`config.mk`:
```
export PLATFORM = sky130hd
export DESIGN_NAME = seq_event_counter
export DESIGN_NICKNAME = d
export VERILOG_FILES = /design/src/rtl/seq_event_counter.sv
export SDC_FILE = /design/constraint.sdc
export NUM_CORES = 1
export LEC_CHECK = 0
export ABC_AREA = 0
export CORE_UTILIZATION = 57
export CTS_BUF_LIST = sky130_fd_sc_hd__clkbuf_8
export CTS_CLUSTER_DIAMETER = 80
export DETAILED_ROUTE_END_ITERATION = 8
export GPL_TIMING_DRIVEN = 1
export PLACE_DENSITY = 0.86
export SLEW_MARGIN = 5
export SYNTH_ARGS = -nofsm -noshare
export SYNTH_HDL_FRONTEND = slang
export SYNTH_SLANG_ARGS = --single-unit
```
`constraint.sdc`:
```
create_clock -name clk -period 2.42 [get_ports clk]
set_input_delay 0.484 -clock clk [delete_from_list [all_inputs] [get_ports clk]]
set_output_delay 0.484 -clock clk [all_outputs]
set_load 0.02 [all_outputs]
```
`src/rtl/seq_event_counter.sv`:
```
// seq_event_counter: BCD detection counter with 7-seg decode, stretched LED and sticky overflow.
// Define SEQ_CNT_EDGE_EN to count rising edges of z instead of high levels.
module seq_event_counter #(
   parameter int STRETCH_CYCLES = 4
) (
   input  logic       clk,
   input  logic       rst,
   input  logic       z,
   input  logic       clear,
   input  logic       hold,
   output logic [3:0] count_ones,
   output logic [3:0] count_tens,
   output logic [6:0] hex0,
   output logic [6:0] hex1,
   output logic       led,
   output logic       overflow
);
   typedef enum logic [1:0] {IDLE = 2'b01, STRETCH = 2'b10} state_t;
   localparam logic [7:0] RELOAD = 8'(STRETCH_CYCLES - 1);
   state_t     state, state_n;
   logic [7:0] timer, timer_n;
   logic       detect;
`ifdef SEQ_CNT_EDGE_EN
   logic z_prev;
   always_ff @(posedge clk or posedge rst)
      if (rst) z_prev <= 1'b0;
      else     z_prev <= z;
   assign detect = z & ~z_prev & ~hold;
`else
   assign detect = z & ~hold;
`endif
   always_ff @(posedge clk or posedge rst) begin
      if (rst) begin
         count_ones <= 4'd0;
         count_tens <= 4'd0;
         overflow   <= 1'b0;
      end else if (clear) begin
         count_ones <= 4'd0;
         count_tens <= 4'd0;
         overflow   <= 1'b0;
      end else if (detect) begin
         if (count_ones != 4'd9) count_ones <= count_ones + 4'd1;
         else begin
            count_ones <= 4'd0;
            if (count_tens != 4'd9) count_tens <= count_tens + 4'd1;
            else begin
               count_tens <= 4'd0;
               overflow   <= 1'b1;
            end
         end
      end
   end
   always_ff @(posedge clk or posedge rst) begin
      if (rst) begin
         state <= IDLE;
         timer <= 8'd0;
      end else begin
         state <= state_n;
         timer <= timer_n;
      end
   end
   always_comb begin
      state_n = state;
      timer_n = timer;
      if (clear) begin
         state_n = IDLE;
         timer_n = 8'd0;
      end else begin
         case (state)
            IDLE:
               if (detect) begin
                  state_n = STRETCH;
                  timer_n = RELOAD;
               end
            STRETCH:
               if (detect) timer_n = RELOAD;
               else if (timer == 8'd0) state_n = IDLE;
               else timer_n = timer - 8'd1;
            default: begin
               state_n = IDLE;
               timer_n = 8'd0;
            end
         endcase
      end
   end
   assign led = (state == STRETCH);
   function automatic logic [6:0] seg(input logic [3:0] d);
      case (d)
         4'd0:    seg = 7'b1000000;
         4'd1:    seg = 7'b1111001;
         4'd2:    seg = 7'b0100100;
         4'd3:    seg = 7'b0110000;
         4'd4:    seg = 7'b0011001;
         4'd5:    seg = 7'b0010010;
         4'd6:    seg = 7'b0000010;
         4'd7:    seg = 7'b1111000;
         4'd8:    seg = 7'b0000000;
         4'd9:    seg = 7'b0010000;
         default: seg = 7'b1111111;
      endcase
   endfunction
   assign hex0 = seg(count_ones);
   assign hex1 = seg(count_tens);
endmodule
```
==> summary.txt, run 1 <==
Floorplan
  – Core area: approximately 0.0025 sq mm
  – Die W: between 50 and 60 um
  – Initial core utilization: 0.599
  – Site Rows: 18
  – Die Footprint: 0.00279 sq mm
  – Num ports: 29
  – Overall die height: about 53 um

CTS
  – Clock sinks: 19
  – Largest buffer count on any clock path: 2
  – Num CTS Buffers: 3
  – Root Buffer: clkbuf_8
  – Reg clk slew, reported paths: ~0.070 ns
  – Setup Buffers After CTS: 0
  – Latest clock arrival within the worst-skew pair: roughly 0.26 ns
  – CTS tree: built
  – H-tree levels: 1
  – Hold_buf cts: 0

Timing
  – Final hold vios: 0
  – Final setup viols: 0
  – Slew @ Worst Pin: roughly 0.72 ns
  – Final period utilization: 0.957
  – Fmax: between 400 and 500 MHz
  – Layout Skew: between 0.006 and 0.007 ns
  – RSZ-0062 raised after global routing: false
  – Max-slew violations: 0
  – Minimum clock period: 2.31 ns
  – Setup_tns: 0 ns
  – Max-slew headroom: 0.522

Global route
  – GRT overflow: 0
  – Vias in the first global route: around 1.2k
  – Total track usage: 0.259
  – First-pass GRT wire length: between 5000 and 6000 um
  – Initial antenna violation count: 0
  – Pin count of the biggest net entering global routing: 20

Placement
  – Buffers on Ports: 28
  – Dpl cells: 233
  – Detailed Place HPWL: 2500 um
  – Routability cong.: approximately 0.92

Worst setup path
  – Crit-path most repeated cell: nor2_1
  – CP Launch Type: flip-flop
  – Arrival @ worst endpoint: roughly 1.8 ns
  – CP max stage cell: clkdlybuf4s50_1
  – CP Capture Type: primary output
  – CP Class: reg -> out
  – Critical Path, Cell by Cell: inv_1, nand2_1, nor2_1, nor2_1, clkdlybuf4s50_1
  – Critical Path RT: roughly 1.9 ns
  – Critical Path Max Stage Delay: 0.53 ns
  – CP Max Fanout: 11
  – R2R cell count: 6

Yosys
  – Synth area leader: dfrtp_1
  – Post-synthesis sequential area ratio: 0.324
  – Post-Syn Area: between 0.001 and 0.0015 sq mm
  – Cell with the most instances after synthesis: nand2_1
  – Number of synthesized flops with an enable pin: 0
  – Mapped Avg Cell Area: between 8 and 9 sq um
  – Synth top area cells: dfrtp_1 31%, ha_1 11%, a21oi_1 6.5%
  – Synthesized instance count: approximately 180
  – Commonest cells post-synth: 21 x nand2_1, 19 x a21oi_1, 18 x dfrtp_1
  – Post-synth top area share: 0.306
  – Post-synth top flop: dfrtp_1
  – Ys async rst share: 1.00
  – Synth Net Count: ~200
  – Post-synthesis register bit count: 19
  – Netlist cell types: 46
  – Yosys warns: 0

Min path
  – Hold Path Depth: 2
  – HP Class: reg -> reg

Status
  – Status: complete, no violations

Power
  – Combinational share of power: 0.421
  – VDD IR-drop max: 0.000525 V
  – P_int: around 0.00065 W
  – Clock power share: 0.212
  – Sw Share: 0.383
  – Sw power: just over 0.0004 W
  – Sequential power share: 0.367
  – PD cells: approximately 570 mW/mm^2
  – Leak: roughly 0.9 nW

Run
  – Max-cap violations: 0

Drt
  – Final wirelength: 3390 um
  – Vias post-DR: ~1.4k
  – DRC: 0
  – Drt wl/cell: approximately 14 um
  – Vias per inst: roughly 6
  – Post-route ant nets: 0
  – TritonRoute pass-1 iters: 5
  – DR iter-0 viols: 39

Final layout
  – Layout cell share with drive strength beyond 1: 0.121
  – Ant diodes: 0
  – Final non-filler cell total: around 240
  – Area Growth Syn to Fin: 25.9%
  – Nets@finish: 226
-- power by group through the flow --
stage,combinational [W],sequential [W],clock [W]
2_1_floorplan,0.000283,0.000392,0
3_3_place_gp,0.000445,0.000385,0
3_5_place_dp,0.000457,0.000389,0
4_1_cts,0.000443,0.000384,0.000230
5_1_grt,0.000483,0.000391,0.000239
6_report,0.000442,0.000385,0.000223
-- registers in the layout, summed over array words and instances (netlist names) --
register,count
state,2
count_ones,4
overflow,1
timer,8
count_tens,4
-- metrics by stage --
step / cell area [sq um] / util / hold WS [ns] / setup WS [ns] / power, W
6_report: 1850 / 0.755 / 0.510 / 0.105 / 0.00105
5_1_grt: 1850 / 0.755 / 0.548 / 0.0298 / 0.00111
4_1_cts: 1830 / 0.747 / 0.507 / 0.0128 / 0.00106
3_5_place_dp: 1790 / 0.728 / 0.487 / 0.159 / 0.000847
3_3_place_gp: 1790 / 0.728 / 0.489 / 0.200 / 0.000830
2_1_floorplan: 1470 / - / 0.434 / 0.445 / 0.000675
-- layer usage --
| layer | GRT usage | up-vias | wire length [um] |
|---|---|---|---|
| met5 | 0 | - | 0 |
| met4 | 0.0921 | 0 | 61 |
| met3 | 0.0783 | 9 | 175 |
| met2 | 0.422 | 37 | 1680 |
| met1 | 0.321 | 657 | 1480 |
| li1 | - | 697 | - |
-- path summary, 6_finish.rpt --
path,from,end,slack (ns)
max reg2reg,state[0],timer[6],0.60
max in group asynchronous,rst,count_tens[0],1.29
max,count_tens[3],hex1[6],0.11
min in group asynchronous,rst,timer[4],0.63
min reg2reg,overflow,overflow,0.51
min,overflow,overflow,0.51
-- worst max-delay path, delay by kind of cell, from the launching register on --
kind	cells	cell delay [ns]
and+or+nand+nor	3	0.36
buffers and inverters	2	0.74
DFF	1	0.47
-- layout make-up --
type / count / area [sq um]
Tap cell: 30 / 37.5
Multi-Input combinational cell: 138 / 912
Inverter: 13 / 48.8
Sequential cell: 19 / 482
Clock buffer: 3 / 41.3
Timing Repair Buffer: 33 / 328
Clock inverter: 1 / 3.75
Fill cell: 195 / 602
-- cells by family after synthesis --
kind of cell             count (synthesis)  synth area share
AO/OA/AOI/OAI                           57             0.250
adder cells (fa/ha/maj)                 13             0.111
buffers and inverters                   21            0.0595
flip-flops                              19             0.324
multiplexers                             2            0.0136
AND/OR/NAND/NOR                         66             0.242
-- what timing repair did --
| item | CTS | global route |
|---|---|---|
| endpoints found under the setup margin | 10 | 8 |
| gates cloned | 0 | 0 |
| hold endpoints to repair | 0 | 0 |
| pin swaps | 0 | 0 |
| gates resized for setup | 10 | 8 |
-- layout by cell type, fill, tap and decap left out, types with 3 or more instances in the layout --
cell type	count
dlygate4sd2_1	6
dfrtp_2	4
dfrtp_1	14
ha_1	13
o21ai_0	12
clkbuf_8	3
buf_4	5
nand3_1	4
clkdlybuf4s50_1	15
a31oi_1	7
nand2_1	21
a21oi_1	19
dlymetal6s2s_1	7
nor2_1	17
inv_1	13
Note: power is estimated with default switching activity, not from simulation.
==> inputs of run 2 (changes only) <==
--- a/config.mk
+++ b/config.mk
@@ -6,12 +6,12 @@
 export NUM_CORES = 1
 export LEC_CHECK = 0
 export ABC_AREA = 0
-export CORE_UTILIZATION = 57
+export CORE_UTILIZATION = 40
 export CTS_BUF_LIST = sky130_fd_sc_hd__clkbuf_8
 export CTS_CLUSTER_DIAMETER = 80
 export DETAILED_ROUTE_END_ITERATION = 8
 export GPL_TIMING_DRIVEN = 1
-export PLACE_DENSITY = 0.86
+export PLACE_DENSITY = 0.63
 export SLEW_MARGIN = 5
 export SYNTH_ARGS = -nofsm -noshare
 export SYNTH_HDL_FRONTEND = slang
==> summary.txt, run 2 (same netlist as run 1, synthesis figures left out) <==
Floorplan
  – Core area: 0.00344 sq mm (+40%)
  – Site Rows: 21 (+3)
  – Die W: 62.7 um (+19%)
  – Overall die height: 62.7 um (+19%)
  – Die Footprint: 0.00393 sq mm (+41%)
  – Num ports: 29 (unchanged)
  – Initial core utilization: 0.427 (-0.172)

Global route
  – GRT overflow: 0 (unchanged)
  – Vias in the first global route: 1305 (+8.2%)
  – Total track usage: 0.178 (-0.0815)
  – First-pass GRT wire length: 5660 um (+7.8%)
  – Pin count of the biggest net entering global routing: 20 (unchanged)
  – Initial antenna violation count: 0 (unchanged)

Drt
  – TritonRoute pass-1 iters: 4 (-1)
  – DRC: 0 (unchanged)
  – Post-route ant nets: 0 (unchanged)
  – Vias post-DR: 1376 (-1.7%)
  – Final wirelength: 3350 um (-1.4%)
  – Drt wl/cell: 13.2 um (-8.0%)
  – DR iter-0 viols: 78 (+100%)
  – Vias per inst: 5.42 (-8.3%)

CTS
  – Root Buffer: clkbuf_8
  – Setup Buffers After CTS: 0 (unchanged)
  – CTS tree: built
  – Reg clk slew, reported paths: 0.07 ns (about the same)
  – Latest clock arrival within the worst-skew pair: 0.26 ns (about the same)
  – Clock sinks: 19 (unchanged)
  – Hold_buf cts: 0 (unchanged)
  – Largest buffer count on any clock path: 2 (unchanged)
  – Num CTS Buffers: 3 (unchanged)
  – H-tree levels: 1 (unchanged)

Final layout
  – Post-route cell area: 0.00188 sq mm (+1.4%)
  – Ant diodes: 0 (unchanged)
  – Biggest register: timer
  – Area Growth Syn to Fin: 27.6%
  – Top flop regs: timer (8), count_ones (4), count_tens (4)
  – Nets@finish: 227 (+0.44%)
  – Most frequent cells in the layout: 21 x nand2_1, 19 x a21oi_1, 17 x nor2_1
  – Commonest non-fill, non-tap cell in the layout: nand2_1
  – Max FFs per register: 8 (unchanged)
  – Layout cell share with drive strength beyond 1: 0.125 (+0.00423)

Timing
  – Final setup viols: 0 (unchanged)
  – Final period utilization: 0.967 (+0.0100)
  – Layout Skew: 0.00725 ns (+0.000955 ns)
  – Setup_tns: 0 ns (unchanged)
  – Minimum clock period: 2.34 ns (+0.0243 ns)
  – Max-slew headroom: 0.518 (-0.00470)
  – Final hold vios: 0 (unchanged)
  – Max-slew violations: 0 (unchanged)
  – RSZ-0062 raised after global routing: false
  – Fmax: 427 MHz (-1.0%)
  – Slew @ Worst Pin: 0.723 ns (+0.00705 ns)

Power
  – P_int: 0.000648 W (+0.14%)
  – Combinational share of power: 0.424 (+0.003)
  – Clock power share: 0.208 (-0.004)
  – VDD IR-drop max: 0.000368 V (-30%)
  – Sw Share: 0.379 (-0.00434)
  – PD cells: 556 mW/mm^2 (-1.9%)
  – Sequential power share: 0.369 (+0.002)
  – Leak: 0.894 nW (-1.4%)
  – Sw power: 0.000396 W (-1.7%)

Min path
  – HP Class: reg -> reg

Placement
  – Buffers on Ports: 28 (unchanged)
  – Detailed Place HPWL: 2550 um (+2.0%)
  – Routability cong.: 0.848 (-7.5%)
  – Area after DPL: 0.00182 sq mm (+1.5%)

Worst setup path
  – CP Launch Type: flip-flop
  – CP Max Fanout: 7 (-4)
  – Critical Path Max Stage Delay: 0.54 ns (about the same)
  – Reg2reg setup slack: 0.57 ns (-0.03 ns)
  – CP Capture Type: primary output
  – Critical Path RT: 1.94 ns (about the same)
  – Arrival @ worst endpoint: 1.86 ns (+0.03 ns)
  – Critical Path, Cell by Cell: ha_1, nand2b_1, a21oi_1, nor2_1, clkdlybuf4s50_1
  – CP Class: reg -> out
  – CP max stage cell: clkdlybuf4s50_1

Run
  – Max-cap violations: 0 (unchanged)

Status
  – Status: complete, no violations
==> run 2: cell count changes in the layout (fill, tap and decap cells not counted) <==
cell,previous run,this run
buf_4,5,6
clkdlybuf4s50_1,15,16
dlymetal6s2s_1,7,6
==> run 2: cell type report <==
class	instances	area [sq um]
multi-input cells	138	912
clock buffers	3	41.3
inverters	13	48.8
well taps	46	57.6
repair buffers	34	333
fillers	340	1560
clock inverters	1	3.75
flip-flops and latches	19	482
==> run 2: timing repair <==
item,in CTS,in global routing
gates resized for setup,9,8
setup endpoints to repair,9,8
cloned,0,0
==> run 2: path summary, 6_finish.rpt <==
check	end	startpoint	cells past startpoint
min in group asynchronous	count_ones[3]	rst	2
worst min register to register	overflow	overflow	2
worst max register to register	count_tens[2]	count_ones[1]	7
worst max-delay path	hex0[5]	count_ones[0]	5
max in group asynchronous	count_tens[3]	rst	2
worst min-delay path	overflow	overflow	2
==> run 2: metrics by stage <==
stage / util / power, W / hold slack (ns) / setup WS (ns) / instances
final: 0.546 / 0.00104 / 0.511 / 0.0808 / 254
after global routing: 0.546 / 0.00111 / 0.583 / 0.00156 / 254
after detailed placement: 0.527 / 0.000853 / 0.503 / 0.141 / 250
after CTS: 0.539 / 0.00106 / 0.523 / 0.00491 / 254
after floorplan: - / 0.000675 / 0.434 / 0.445 / 178
after global placement: 0.527 / 0.000841 / 0.491 / 0.167 / 250
==> run 2: worst max-delay path: cells and delay by family (launching register included) <==
family	cells	cell delay, ns
AOI/OAI and AO/OA	1	0.15
adders and majority gates	1	0.24
buffers and inverters	1	0.54
DFF	1	0.45
and+or+nand+nor	2	0.21
==> run 2: power groups by stage <==
stage	logic, W	clock network (W)	registers, W
floorplan	0.000283	0	0.000392
detailed placement	0.000464	0	0.000389
global route	0.000487	0.000237	0.000390
CTS	0.000449	0.000222	0.000384
global placement	0.000454	0	0.000387
finish	0.000442	0.000217	0.000385
==> run 2: metal layers <==
metal  wire length [um]  GRT usage  up-vias
met5                  0          0        -
met4                 29     0.0523        0
met3                142     0.0328        5
met2               1630      0.311       32
met1               1550      0.221      650
li1                   -          -      689
==> inputs of run 3 (changes only) <==
--- a/config.mk
+++ b/config.mk
@@ -9,6 +9,7 @@
 export CORE_UTILIZATION = 40
 export CTS_BUF_LIST = sky130_fd_sc_hd__clkbuf_8
 export CTS_CLUSTER_DIAMETER = 80
+export CTS_CLUSTER_SIZE = 8
 export DETAILED_ROUTE_END_ITERATION = 8
 export GPL_TIMING_DRIVEN = 1
 export PLACE_DENSITY = 0.63
==> results of run 3 <==
The final DEF is identical to that of run 2; final timing and power are the same.
